<file path="src/rtl/add_sub_pkg.sv">
// Shared types and helpers for the digit-serial adder/subtractor.
package add_sub_pkg;

    typedef enum logic [1:0] {
        IDLE = 2'd0,
        RUN  = 2'd1,
        DONE = 2'd2
    } state_t;

    // Digit counter width; a single-digit configuration still needs one bit.
    function automatic int unsigned cnt_width(input int unsigned num_dig);
        return (num_dig > 1) ? $clog2(num_dig) : 1;
    endfunction

endpackage

</file>
<file path="src/rtl/add_sub_slice.sv">
// DIGIT-bit combinational ripple adder, also exposing the carry into its MSB.
module add_sub_slice #(
    parameter int unsigned DIGIT = 4
) (
    input  logic [DIGIT-1:0] i_a,
    input  logic [DIGIT-1:0] i_b,
    input  logic             i_cin,
    output logic [DIGIT-1:0] o_sum,
    output logic             o_cout,
    output logic             o_c_msb
);

    logic [DIGIT:0] w_c;

    always_comb begin
        w_c    = '0;
        o_sum  = '0;
        w_c[0] = i_cin;
        for (int i = 0; i < DIGIT; i++) begin
            o_sum[i]   = i_a[i] ^ i_b[i] ^ w_c[i];
            w_c[i+1]   = (i_a[i] & i_b[i]) | (w_c[i] & (i_a[i] ^ i_b[i]));
        end
    end

    assign o_cout  = w_c[DIGIT];
    assign o_c_msb = w_c[DIGIT-1];

endmodule

</file>
<file path="src/rtl/serial_add_sub.sv">
// Multi-cycle WIDTH-bit adder/subtractor processing DIGIT bits per clock, LSB first,
// with valid/ready handshakes on operands and result.
module serial_add_sub
    import add_sub_pkg::*;
#(
    parameter int unsigned WIDTH = 16,
    parameter int unsigned DIGIT = 4
) (
    input  logic             clk,
    input  logic             rst,
    input  logic             in_valid,
    output logic             in_ready,
    input  logic [WIDTH-1:0] a,
    input  logic [WIDTH-1:0] b,
    input  logic             cin,
    input  logic             sub,
    output logic             out_valid,
    input  logic             out_ready,
    output logic [WIDTH-1:0] result,
    output logic             cout,
    output logic             ovf,
    output logic             zero
);

    localparam int unsigned NUM_DIG = WIDTH / DIGIT;
    localparam int unsigned CW      = cnt_width(NUM_DIG);

    if (WIDTH < 1 || (WIDTH % DIGIT) != 0) begin : g_bad_params
        $fatal(1, "serial_add_sub: WIDTH must be >= 1 and a multiple of DIGIT");
    end

    state_t           r_state;
    logic [WIDTH-1:0] r_a;
    logic [WIDTH-1:0] r_b;
    logic             r_carry;
    logic [CW-1:0]    r_cnt;
    logic [WIDTH-1:0] r_result;
    logic             r_out_valid;
    logic             r_cout;
    logic             r_ovf;
    logic             r_zero;

    logic [DIGIT-1:0] w_sum;
    logic             w_cout;
    logic             w_c_msb;
    logic [WIDTH-1:0] w_a_next;
    logic [WIDTH-1:0] w_b_next;
    logic             w_last;

    add_sub_slice #(
        .DIGIT (DIGIT)
    ) u_slice (
        .i_a     (r_a[DIGIT-1:0]),
        .i_b     (r_b[DIGIT-1:0]),
        .i_cin   (r_carry),
        .o_sum   (w_sum),
        .o_cout  (w_cout),
        .o_c_msb (w_c_msb)
    );

    // The A register doubles as the result shift register: each consumed
    // digit of A frees DIGIT bits at the top for the new sum digit.
    if (NUM_DIG == 1) begin : g_single
        assign w_a_next = w_sum;
        assign w_b_next = r_b;
    end else begin : g_multi
        assign w_a_next = {w_sum, r_a[WIDTH-1:DIGIT]};
        assign w_b_next = {{DIGIT{1'b0}}, r_b[WIDTH-1:DIGIT]};
    end

    assign w_last   = (r_cnt == CW'(NUM_DIG - 1));
    assign in_ready = (r_state == IDLE) & ~rst;

    always_ff @(posedge clk or posedge rst) begin
        if (rst) begin
            r_state     <= IDLE;
            r_a         <= '0;
            r_b         <= '0;
            r_carry     <= 1'b0;
            r_cnt       <= '0;
            r_result    <= '0;
            r_out_valid <= 1'b0;
            r_cout      <= 1'b0;
            r_ovf       <= 1'b0;
            r_zero      <= 1'b0;
        end else begin
            case (r_state)
                IDLE: begin
                    if (in_valid) begin
                        r_a     <= a;
                        r_b     <= sub ? ~b : b;
                        r_carry <= sub ? ~cin : cin;
                        r_cnt   <= '0;
                        r_state <= RUN;
                    end
                end
                RUN: begin
                    r_a     <= w_a_next;
                    r_b     <= w_b_next;
                    r_carry <= w_cout;
                    r_cnt   <= r_cnt + CW'(1);
                    if (w_last) begin
                        r_result    <= w_a_next;
                        r_cout      <= w_cout;
                        r_ovf       <= w_cout ^ w_c_msb;
                        r_zero      <= (w_a_next == '0);
                        r_out_valid <= 1'b1;
                        r_state     <= DONE;
                    end
                end
                DONE: begin
                    if (out_ready) begin
                        r_out_valid <= 1'b0;
                        r_state     <= IDLE;
                    end
                end
                default: r_state <= IDLE;
            endcase
        end
    end

    assign out_valid = r_out_valid;
    assign result    = r_result;
    assign cout      = r_cout;
    assign ovf       = r_ovf;
    assign zero      = r_zero;

endmodule

</file>
<file path="config.mk">
export PLATFORM = sky130hd
export DESIGN_NAME = serial_add_sub
export DESIGN_NICKNAME = d
export VERILOG_FILES = /design/src/rtl/add_sub_pkg.sv /design/src/rtl/add_sub_slice.sv /design/src/rtl/serial_add_sub.sv
export SDC_FILE = /design/constraint.sdc
export NUM_CORES = 1
export LEC_CHECK = 0
export BUFFER_PORTS_ARGS = -buffer_cell sky130_fd_sc_hd__buf_2
export CAP_MARGIN = 20
export CORE_ASPECT_RATIO = 2
export CORE_MARGIN = 1
export CORE_UTILIZATION = 35
export DETAILED_ROUTE_END_ITERATION = 7
export GPL_TIMING_DRIVEN = 0
export PLACE_DENSITY_LB_ADDON = 0.15
export SYNTH_ARGS = -nofsm -noshare
export SYNTH_HDL_FRONTEND = slang
export SYNTH_SLANG_ARGS = --single-unit
</file>
<file path="constraint.sdc">
create_clock -name clk -period 2.38 [get_ports clk]
set_input_delay 0.476 -clock clk [delete_from_list [all_inputs] [get_ports clk]]
set_output_delay 0.476 -clock clk [all_outputs]
set_load 0.01 [all_outputs]
</file>
==> results of run 1 <==
timing repair:
action	in CTS	in global routing
setup endpoints to repair	2	2
gates cloned	0	0
buffers inserted	1	1
resized for setup	12	1
pin swaps	4	4
layer usage:
| layer | up-vias | global-route usage (%) |
|---|---|---|
| met2 | 56 | 34.0 |
| met4 | 0 | 12.8 |
| li1 | 1040 | - |
| met1 | 1042 | 20.5 |
| met3 | 14 | 4.88 |
| met5 | - | 0 |
cells by family after synthesis:
group / share of synthesized area (%)
mux: 5.61
buf+inv: 5.87
fa+ha+maj: 3.29
xor+xnor: 5.61
compound gates: 16.6
flops: 50.7
simple gates: 12.2
Yosys cell counts:
| master | number | area share, % |
|---|---|---|
| nor3b_1 | 1 | 0.27 |
| buf_6 | 2 | 0.80 |
| nor2b_1 | 11 | 2.4 |
| xor2_1 | 5 | 1.6 |
| and2_1 | 1 | 0.22 |
| a32o_1 | 1 | 0.36 |
| o21ai_0 | 21 | 3.7 |
| nor4b_1 | 2 | 0.62 |
| nand4_1 | 1 | 0.22 |
| a21oi_1 | 26 | 4.6 |
| ha_1 | 1 | 0.44 |
| buf_4 | 5 | 1.3 |
| a22o_1 | 8 | 2.5 |
| dfrtp_1 | 57 | 51 |
| inv_1 | 14 | 1.9 |
| xnor2_1 | 13 | 4.0 |
| and3b_1 | 13 | 4.0 |
| o31ai_1 | 1 | 0.27 |
| mux2_2 | 14 | 5.6 |
| nor4_1 | 2 | 0.44 |
| clkbuf_1 | 6 | 0.80 |
| nand2_1 | 20 | 2.7 |
| nor3_1 | 1 | 0.18 |
| a22oi_1 | 5 | 1.3 |
| fa_1 | 4 | 2.8 |
| buf_2 | 6 | 1.1 |
| o22a_1 | 10 | 3.1 |
| nor2_1 | 3 | 0.40 |
| o21bai_1 | 1 | 0.27 |
| o22ai_1 | 2 | 0.44 |
| nand3b_4 | 1 | 0.71 |
power groups by stage:
stage	combinational, mW	clock [mW]	sequential (mW)
global placement	2.15	0	1.74
global route	2.58	1.45	1.81
finish	2.31	1.38	1.75
CTS	2.29	1.41	1.75
floorplan	1.46	0	1.73
detailed placement	2.18	0	1.75
stage by stage:
step	TNS, ns	power (mW)
2_1_floorplan	0	3.19
3_3_place_gp	-19.20	3.88
3_5_place_dp	-0.305	3.94
4_1_cts	-0.0914	5.45
5_1_grt	-0.165	5.84
6_report	-0.0318	5.44
worst max-delay path: stages (launching register included):
cell	delay (ns)
dfrtp_1	0.34
inv_2	0.05
fa_2	0.38
inv_2	0.07
fa_2	0.20
fa_2	0.23
inv_2	0.04
fa_2	0.56
nor4b_4	0.19
nand4_1	0.13
o21ai_1	0.15
final cells by class:
class                   instances  area [µm²]  area share, %
flip-flops and latches         57        1430           39.6
multi-input cells             168        1240           34.6
repair buffers                 60         320           8.89
clock buffers                  15         298           8.27
well taps                      94         118           3.27
plain buffers                  19         113           3.13
inverters                      14        52.6           1.46
clock inverters                 1        30.0          0.834
how the worst max path moves through the flow:
stage	endpoint	from	depth (start not counted)	slack, ns
5_1_grt	zero$_DFFE_PP0P_	r_a[0]$_DFFE_PP0P_	10	-0.16
3_5_place_dp	zero$_DFFE_PP0P_	r_a[0]$_DFFE_PP0P_	10	-0.20
4_1_cts	zero$_DFFE_PP0P_	r_a[0]$_DFFE_PP0P_	10	-0.09
6_report	zero$_DFFE_PP0P_	r_a[0]$_DFFE_PP0P_	10	-0.03
2_1_floorplan	zero$_DFFE_PP0P_	r_a[0]$_DFFE_PP0P_	10	0.06
3_3_place_gp	result[0]$_DFFE_PP0P_	rst	2	-0.34
registers in the layout, indices dropped and copies added (netlist names):
signal / flops
r_a: 16
r_b: 16
result: 16
r_cnt: 2
r_state: 2
cout: 1
out_valid: 1
ovf: 1
r_carry: 1
zero: 1
==> results.md, run 1 <==
- Status: complete, but fails checks
- Failing checks: negative setup slack
- Starting density of the core: 36.7%
- Worst hold path type: in2async
- Clock transition at the registers of the reported paths: 0.05 ns
- Final Wtd Congestion: 0.771
- Hpwl dp: 5320 µm
- Die X: 65.4 µm
- Ant diodes: 0
- WL met2: 3940 µm
- R2r worst-path depth: 10
- Post-route DRC: 0
- Switching share of total power: 35.7%
- H-Tree Depth: 3
- Setup-failing EPs final: 1
- RSZ-0062 raised after global routing: true
- Largest net degree at the start of global routing: 31
- Die area: 8420 µm²
- Maximum VDD drop: 0.000511 V
- Total grt overflow: 0
- 1st-pass router iterations: 4
- Die Ht: 129 µm
- Final clock skew: 0.00396 ns
- Max_slew headroom: 56.2%
- FF+latch count, synth: 57
- Initial antenna violation count: 0
- Fin crit period: 2.41 ns
- Synth Area per Inst: 10.9 µm²
- Non-filler instance count after layout: 428
- Met3 routed WL: 303 µm
- PnR worst setup slack: -0.0318 ns
- CTS max path bufs: 2
- WL final: 7140 µm
- Fill cell count: 774
- Buffers on Ports: 57
- Fin area: 3600 µm²
- Final Max Tran Viols: 0
- Clock root buffer: clkbuf_16
- Reg-to-reg startpoint: r_a[0]$_DFFE_PP0P_
- Core Util, Final: 47.0%
- Row Count: 45
- DR iter-0 viols: 162
- Least-Margin Pin Slew: 0.656 ns
- Remaining antenna violation count: 0
- Clk network pwr share: 25.4%
- Synth Cell Area: 2810 µm²
- NetSw: 1.94 mW
- Top Ports: 59
- Wirelength per Cell: 16.7 µm
- Skew-Pair Late Insertion Delay: 0.33 ns
- Flop pwr share: 32.1%
- Hold-fix buffers, CTS: 0
- First-pass GRT wire length: 11,700 µm
- Post-DP Area: 3230 µm²
- Max cap viols: 0
- Most frequent cells in the layout: buf_2, dfrtp_1, a21oi_1
- Startpoint types: flop
- Vias in the first global route: 2,252
- Final Hold Vio Count: 0
- Crit Path Max Fanout: 3
- CTS Sinks: 57
- CTS tree: done
- Fmax: 0.415 GHz
- CP required: 2.63 ns
- Lkg Pwr: 1.72 nW
- Crit. End Element: flop
- Commonest non-fill, non-tap cell in the layout: buf_2
- Core ar.: 7660 µm²
- Pwr Density: 1510 nW/µm²
- Seq/Total Area, Yosys: 50.7%
- R2r endpoint: zero$_DFFE_PP0P_
- Highest metal used: met4
- Layout area overhead: 28.1%
- Flop-to-flop setup slack: -0.03 ns
- Share of layout cells above drive strength 1: 34.1%
- CTS Buf Count: 9
- Syn_nets: 301
- WHS: 0.251 ns
- Mapped Cells: 258
- Total Nets Final: 372
- WP data arrival: 2.66 ns
- Internal power: 3.50 mW
- Post-Place Cells: 410
- DR vias: 2,152
- Placement Setup Slack: -0.201 ns
- Warnings, synthesis: 0
- Drt via density: 5.03
- Routed met1 length: 2700 µm
- Synth cell types: 31
- Combinational share of power: 42.5%
- Final cycle utilization of the critical path: 101%
- GRT Util Overall: 19.6%
- Crit Path Class: reg2reg
(Power assumes the default switching activity.)
==> run 2, diff against run 1 <==
Settings changed: CTS_CLUSTER_SIZE set to 30, RECOVER_POWER set to 100.
==> results.md, run 2 (synthesis results as in run 1) <==
- Status: complete, but fails checks
- Failing checks: negative setup slack
- Crit-path slowest cell: fa_2
- Total grt overflow: 0
- Total Nets Final: 372
- Starting density of the core: 36.7%
- Final Hold Vio Count: 0
- DR iter-0 viols: 146
- Maximum VDD drop: 0.000521 V
- Fill cell count: 789
- Hold path depth: 2
- Layout area overhead: 25.9%
- Vias in the first global route: 2,252
- WHS Endpoint: r_state[1]$_DFFE_PP0P_
- CTS Buf Count: 9
- CTS Sinks: 57
- PnR worst setup slack: -0.0250 ns
- Reg-to-reg startpoint: r_a[0]$_DFFE_PP0P_
- Least-Margin Pin Slew: 1.13 ns
- Fin crit period: 2.41 ns
- Most frequent cells in the layout: dfrtp_1, buf_2, clkbuf_1
- Hold path startpoint: out_ready
- Crit path cell chain: inv_2 > fa_2 > inv_2 > fa_2 > fa_2 > inv_2 > fa_2 > nor4b_4 > nand4_1 > o21ai_1
- Clock root buffer: clkbuf_16
- CTS max path bufs: 2
- Post-route DRC: 0
- GRT Util Overall: 19.6%
- Wirelength per Cell: 16.8 µm
- Max cap viols: 0
- Hold-fix buffers, CTS: 0
- Final clock skew: 0.00439 ns
- Skew-Pair Late Insertion Delay: 0.33 ns
- Die area: 8420 µm²
- Crit Path Class: reg2reg
- Fmax: 0.416 GHz
- CP required: 2.63 ns
- Buffers on Ports: 57
- WP data arrival: 2.66 ns
- Row Count: 45
- Remaining antenna violation count: 0
- Fin area: 3540 µm²
- Core Util, Final: 46.2%
- H-Tree Depth: 3
- R2r endpoint: zero$_DFFE_PP0P_
- WL final: 7180 µm
- Worst path most repeated cell: fa_2
- Critical Path Max Stage Delay: 0.56 ns
- CP top delay family: adder cells
- Startpoint types: flop
- Crit. End Element: flop
- Initial antenna violation count: 0
- Hpwl dp: 5320 µm
- Pwr Density: 1520 nW/µm²
- Commonest non-fill, non-tap cell in the layout: dfrtp_1
- Ant diodes: 0
- Final Wtd Congestion: 0.771
- R2r worst-path depth: 10
- Worst hold path type: in2reg
- RSZ-0062 raised after global routing: true
- Crit Path Max Fanout: 3
- Post-DP Area: 3230 µm²
- DR vias: 2,151
- Crit path buf inv count: 3
- Share of layout cells above drive strength 1: 25.7%
- Lkg Pwr: 1.63 nW
- Top Ports: 59
- Drt via density: 5.03
- Largest net degree at the start of global routing: 31
- 1st-pass router iterations: 4
- Final Max Tran Viols: 0
- First-pass GRT wire length: 11,700 µm
- Die X: 65.4 µm
- Max_slew headroom: 24.9%
- Core ar.: 7660 µm²
- Final cycle utilization of the critical path: 101%
- Flop-to-flop setup slack: -0.03 ns
- Clock transition at the registers of the reported paths: 0.05 ns
- Setup-failing EPs final: 1
- Die Ht: 129 µm
- CTS tree: done
==> run 2: stage by stage <==
stage	cells	worst slack (ns)	setup TNS (ns)	total power, mW	hold slack (ns)
finish	428	-0.0250	-0.0250	5.37	0.340
global route	428	-0.165	-0.296	5.77	0.342
CTS	427	-0.0914	-0.0914	5.45	0.272
detailed placement	410	-0.201	-0.305	3.94	0.472
global placement	409	-0.336	-19.20	3.88	0.464
floorplan	258	0.0648	0	3.19	0.463
==> run 2: repair_timing <==
item,CTS,global route
pin swaps,4,4
gates resized for setup,12,1
endpoints found under the setup margin,2,2
setup buffers,1,1
gates cloned,0,0
==> run 2: report_power, final <==
group          internal [mW]  switching [mW]  total (mW)
Clock                  0.952           0.432        1.38
Combinational           1.04            1.19        2.23
Sequential              1.43           0.322        1.75
==> run 2: routing by layer <==
metal / GRT usage, % / share of wire [%]
met2: 34.0 / 55
met3: 4.88 / 4.8
met1: 20.5 / 38
met4: 12.8 / 2.8
met5: 0 / 0
==> run 2: area by class of cell <==
type / count / area, µm² / share of cell area [%]
Tap cell: 94 / 118 / 3.32
Clock inverter: 1 / 30.0 / 0.848
Sequential cell: 57 / 1430 / 40.3
Timing Repair Buffer: 60 / 279 / 7.88
Multi-Input combinational cell: 168 / 1240 / 35.2
Clock buffer: 15 / 298 / 8.41
Buffer: 19 / 91.3 / 2.58
Inverter: 14 / 52.6 / 1.48
==> run 2: worst max path at each step <==
stage	depth (start not counted)	endpoint	slack (ns)	startpoint
finish	10	zero$_DFFE_PP0P_	-0.03	r_a[0]$_DFFE_PP0P_
detailed placement	10	zero$_DFFE_PP0P_	-0.20	r_a[0]$_DFFE_PP0P_
global placement	2	result[0]$_DFFE_PP0P_	-0.34	rst
CTS	10	zero$_DFFE_PP0P_	-0.09	r_a[0]$_DFFE_PP0P_
floorplan	10	zero$_DFFE_PP0P_	0.06	r_a[0]$_DFFE_PP0P_
global route	10	zero$_DFFE_PP0P_	-0.16	r_a[0]$_DFFE_PP0P_
==> run 2: worst register-to-register path, cell delays in order, from the launching register on <==
cell,delay [ns]
dfrtp_1,0.34
inv_2,0.05
fa_2,0.38
inv_2,0.07
fa_2,0.20
fa_2,0.23
inv_2,0.04
fa_2,0.56
nor4b_4,0.19
nand4_1,0.12
o21ai_1,0.14
